$ cat config.mk
export PLATFORM = sky130hd
export DESIGN_NAME = fetch_unit
export DESIGN_NICKNAME = d
export VERILOG_FILES = /design/src/rtl/fetch_unit.sv
export SDC_FILE = /design/constraint.sdc
export NUM_CORES = 1
export LEC_CHECK = 0
export ABC_AREA = 1
export ABC_CLOCK_PERIOD_IN_PS = 10230
export CELL_PAD_IN_SITES_DETAIL_PLACEMENT = 0
export CELL_PAD_IN_SITES_GLOBAL_PLACEMENT = 1
export CORE_UTILIZATION = 37
export DETAILED_ROUTE_END_ITERATION = 10
export MAX_ROUTING_LAYER = met4
export PLACE_DENSITY = 0.86
export SYNTH_ARGS = -nofsm -noshare
export SYNTH_HDL_FRONTEND = slang
export SYNTH_SLANG_ARGS = --single-unit
$ cat constraint.sdc
create_clock -name clk -period 10.23 [get_ports clk]
set_clock_uncertainty 0.1 [all_clocks]
set_input_delay 2.046 -clock clk [delete_from_list [all_inputs] [get_ports clk]]
set_output_delay 2.046 -clock clk [all_outputs]
set_load 0.05 [all_outputs]
$ cat src/rtl/fetch_unit.sv
// Fetch stage: holds PC/IR, computes next PC, and runs a req/ack fetch with instruction memory.
// imem_req rises the cycle after IRWre and holds until the ack edge; the next IR loads at least two edges after IRWre.
module fetch_unit #(
   parameter logic [31:0] RESET_PC = 32'h0000_3000
) (
   input  logic        clk,
   input  logic        rst,
   input  logic        PCWE,
   input  logic        IRWre,
   input  logic [1:0]  npc_sel,
   output logic        imem_req,
   output logic [31:0] imem_addr,
   input  logic        imem_ack,
   input  logic [31:0] imem_rdata,
   output logic [31:0] pc,
   output logic [31:0] pc_plus4,
   output logic [31:0] ir,
   output logic [5:0]  op,
   output logic [5:0]  funct,
   output logic [4:0]  rs,
   output logic [4:0]  rt,
   output logic [4:0]  rd,
   output logic [15:0] imm16,
   output logic        ir_valid,
   output logic        fetch_busy
);

   localparam logic [31:0] PC_INIT = {RESET_PC[31:2], 2'b00};

   typedef enum logic {S_IDLE, S_WAIT} state_t;

   state_t      r_state, w_state_nxt;
   logic [31:0] r_pc, w_pc_nxt;
   logic [31:0] r_ir, w_ir_nxt;
   logic [31:0] r_addr, w_addr_nxt;
   logic        r_req, w_req_nxt;
   logic        r_irv, w_irv_nxt;
   logic        r_first, w_first_nxt;
   logic [31:0] w_pc_plus4;
   logic [31:0] w_br_off;
   logic [31:0] w_npc;

   assign w_pc_plus4 = r_pc + 32'd4;
   assign w_br_off   = {{14{r_ir[15]}}, r_ir[15:0], 2'b00};

   always_comb begin
      w_npc = w_pc_plus4;
      case (npc_sel)
         2'b01:   w_npc = {w_pc_plus4[31:28], r_ir[25:0], 2'b00};
         2'b11:   w_npc = w_pc_plus4 + w_br_off;
         default: w_npc = w_pc_plus4;
      endcase
   end

   always_comb begin
      w_state_nxt = r_state;
      w_pc_nxt    = r_pc;
      w_ir_nxt    = r_ir;
      w_addr_nxt  = r_addr;
      w_req_nxt   = r_req;
      w_irv_nxt   = 1'b0;
      w_first_nxt = r_first;
      case (r_state)
         S_IDLE: begin
            if (IRWre) begin
               // The very first fetch after reset uses RESET_PC itself, not its successor.
               if (r_first) begin
                  w_addr_nxt  = r_pc;
                  w_first_nxt = 1'b0;
               end else if (PCWE) begin
                  w_pc_nxt   = w_npc;
                  w_addr_nxt = w_npc;
               end else begin
                  w_addr_nxt = r_pc;
               end
               w_req_nxt   = 1'b1;
               w_state_nxt = S_WAIT;
            end else if (PCWE) begin
               w_pc_nxt    = w_npc;
               w_first_nxt = 1'b0;
            end
         end
         S_WAIT: begin
            if (imem_ack) begin
               w_ir_nxt    = imem_rdata;
               w_req_nxt   = 1'b0;
               w_irv_nxt   = 1'b1;
               w_state_nxt = S_IDLE;
            end
         end
         default: w_state_nxt = S_IDLE;
      endcase
   end

   always_ff @(posedge clk or posedge rst) begin
      if (rst) begin
         r_state <= S_IDLE;
         r_pc    <= PC_INIT;
         r_ir    <= 32'h0;
         r_addr  <= PC_INIT;
         r_req   <= 1'b0;
         r_irv   <= 1'b0;
         r_first <= 1'b1;
      end else begin
         r_state <= w_state_nxt;
         r_pc    <= w_pc_nxt;
         r_ir    <= w_ir_nxt;
         r_addr  <= w_addr_nxt;
         r_req   <= w_req_nxt;
         r_irv   <= w_irv_nxt;
         r_first <= w_first_nxt;
      end
   end

   assign imem_req   = r_req;
   assign imem_addr  = r_addr;
   assign pc         = r_pc;
   assign pc_plus4   = w_pc_plus4;
   assign ir         = r_ir;
   assign op         = r_ir[31:26];
   assign funct      = r_ir[5:0];
   assign rs         = r_ir[25:21];
   assign rt         = r_ir[20:16];
   assign rd         = r_ir[15:11];
   assign imm16      = r_ir[15:0];
   assign ir_valid   = r_irv;
   assign fetch_busy = (r_state == S_WAIT);

endmodule
==> insert_results.sql <==
INSERT INTO impl_metrics (metric_group, metric, value, unit) VALUES
('clocking', 'cts_tree', 'done', ''),
('die', 'start_util', '37.8', '%'),
('die', 'coreArea', '22600', 'sq um'),
('clocking', 'clk_latency', '0.35', 'ns'),
('synth', 'synthesis.nets', '1478', ''),
('cells_and_area', 'layout-area-overhead-vs-synth', '27.3', '%'),
('timing', 'maxClockFrequency', '190', 'MHz'),
('drt', 'drc', '0', ''),
('cells_and_area', 'register_area', '2510', 'sq um'),
('cells_and_area', 'drive_gt1_share', '3.86', '%'),
('synth', 'synth_warnings', '0', ''),
('timing', 'tightest_slew', '1.14', 'ns'),
('timing', 'report.final.setup_viol', '0', ''),
('cells_and_area', 'number_of_fill_cells_in_the_layout', '2385', ''),
('drt', 'routed_wirelength_normalized_by_instance_count', '17.5', 'um'),
('critical_path', 'path_class', 'flip-flop to primary output', ''),
('timing', 'unrepaired_setup_endpoints_after_global_routing', 'no', ''),
('global_routing', 'grt_resource_usage_total', '28.4', '%'),
('die', 'top_level_ports', '213', ''),
('critical_path', 'endpoint_kind', 'primary output', ''),
('clocking', 'ctsResizeCount', '0', ''),
('synth', 'syn_area', '8560', 'sq um'),
('critical_path', 'r2r_cells', '19', ''),
('synth', 'ys_top_cells_by_count', 'nand2_1, inv_1, nand3_1', ''),
('synth', 'ys_async_sr_fraction', '100', '%'),
('clocking', 'cts_hold_buf', '0', ''),
('placement', 'gpl.final_weighted_congestion', '0.926', ''),
('synth', 'yosys-mux-area-fraction', '0', '%'),
('die', 'floorplan_row_count', '55', ''),
('synth', 'synthDominantCellAreaShare', '27.8', '%'),
('global_routing', 'grt_pass1_vias', '8846', ''),
('synth', 'synth_xor_area_share', '1.61', '%'),
('die', 'die_y', '154', 'um'),
('timing', 'worst_hold_slack', '0.372', 'ns'),
('critical_path', 'critPathArrivalTime', '3.12', 'ns'),
('synth', 'synth_top_family_by_area', 'simple AND/OR/NAND/NOR gates', ''),
('clocking', 'clock_path_buffers', '2', ''),
('drt', 'vias_per_cell', '5.08', ''),
('synth', 'number_of_synthesized_flops_with_an_enable_pin', '0', ''),
('cells_and_area', 'design.final.nets', '1625', ''),
('critical_path', 'worst-path-max-fanout', '7', ''),
('drt', 'detail_route.iter0.violations', '699', ''),
('pwr', 'static-leakage-power', '0.00574', 'uW'),
('pwr', 'totalPowerFinal', '3250', 'uW'),
('hold_path', 'worstHoldPathCells', '2', ''),
('placement', 'place_hpwl', '25.2', 'mm'),
('placement', 'place_inst', '1825', ''),
('synth', 'synth.top_cells.by_area', 'dfrtp_1, nand2_1, inv_1', ''),
('die', 'dieWidth', '154', 'um'),
('synth', 'synth_area_leader_cell', 'dfrtp_1', ''),
('drt', 'dr_total_vias', '9361', ''),
('timing', 'finalHoldViolations', '0', ''),
('global_routing', 'grt_antenna_before_repair', '0', ''),
('synth', 'synth-simple-area-share', '43.2', '%'),
('cells_and_area', 'final_util', '48.1', '%'),
('timing', 'finalSetupTns', '0', 'ns'),
('status', 'outcome', 'finished clean', ''),
('placement', 'buffer_ports.inserted', '212', ''),
('clocking', 'cts_num_sinks', '100', ''),
('synth', 'synth.yosys.seq_area_share', '29.3', '%'),
('drt', 'totalWireLength', '32.3', 'mm'),
('pwr', 'peakVddDrop', '181', 'uV'),
('drt', 'antenna_left', '0', ''),
('timing', 'worst_slew_margin_rel', '23.9', '%'),
('synth', 'synthesis.instances', '1404', ''),
('die', 'die_area', '23700', 'sq um'),
('cells_and_area', 'instances_no_fill', '1841', ''),
('clocking', 'clkTransAtPathRegs', '0.08', 'ns'),
('synth', 'synth.lib_cells_used.distinct', '38', ''),
('synth', 'synthAdderAreaFrac', '5.20', '%'),
('synth', 'ys_seq_elements', '100', '');
-- placed cells by master (no fill, tap or decap), drive strengths merged, types with 8 or more instances in the layout --
cell	Yosys	layout
nand2	628	628
clkdlybuf4s50	0	212
inv	179	182
nand3	119	119
dfrtp	95	95
nor2	84	84
a21oi	53	53
ha	34	34
o21ai	29	29
nand4	19	19
nor3	16	16
xor2	13	13
nand3b	9	9
clkbuf	28	9
o211ai	8	8
-- layout make-up --
cell class / count / share of cell area [%]
clock buffer: 9 / 2.07
timing repair buffer: 219 / 20.0
tap: 285 / 3.27
multi-input combinational: 1040 / 44.8
sequential: 100 / 23.0
inverter: 181 / 6.26
clock inverter: 7 / 0.632
-- state kept, by name, indices dropped and copies added, names as in the netlist --
register	flops
imem_addr	32
ir	32
pc	32
fetch_busy	1
imem_req	1
ir_valid	1
r_first	1
-- per-stage QoR --
stage / setup WS (ns) / area, sq um
global placement: 5.04 / 10600
CTS: 4.97 / 10900
global route: 4.85 / 10900
floorplan: 5.47 / 8560
finish: 4.97 / 10900
detailed placement: 4.97 / 10600
-- power breakdown --
part | total (uW) | switching, uW | internal [uW]
Combinational | 2190 | 1530 | 662
Sequential | 698 | 184 | 513
Clock | 357 | 185 | 172
Total | 3250 | 1900 | 1350
-- layer usage --
metal  share of wire (%)  wire, um  GRT usage (%)
met2                  46     15000           45.2
met1                  46     14900           38.1
met5                   0         0              -
met4                 2.3       742           8.52
met3                 5.0      1620           2.68
-- final timing paths --
path,start,end
max,pc[3]$_DFFE_PP0N_,pc_plus4[16]
min,imem_addr[12]$_DFFE_PP1P_,imem_addr[12]$_DFFE_PP1P_
max reg2reg,pc[3]$_DFFE_PP0N_,pc[29]$_DFFE_PP0N_
min reg2reg,imem_addr[12]$_DFFE_PP1P_,imem_addr[12]$_DFFE_PP1P_
max in group asynchronous,rst,imem_addr[31]$_DFFE_PP0P_
min in group asynchronous,rst,ir_valid$_DFF_PP0_
-- cell families after synthesis --
| group | after synthesis |
|---|---|
| buf+inv | 264 |
| simple gates | 884 |
| fa+ha+maj | 35 |
| xor+xnor | 14 |
| compound gates | 107 |
| flops | 100 |
-- worst max-delay path, cell delays in order (launching register included) --
cell and delay [ns]:
dfrtp_1 0.49, ha_1 0.27, nand2_1 0.10, nor2_2 0.13, nand2_2 0.14, nor2_4 0.13, nand2_2 0.10, xor2_1 0.46
clkdlybuf4s50_1 0.91
Note: power is estimated with default switching activity, not from simulation.
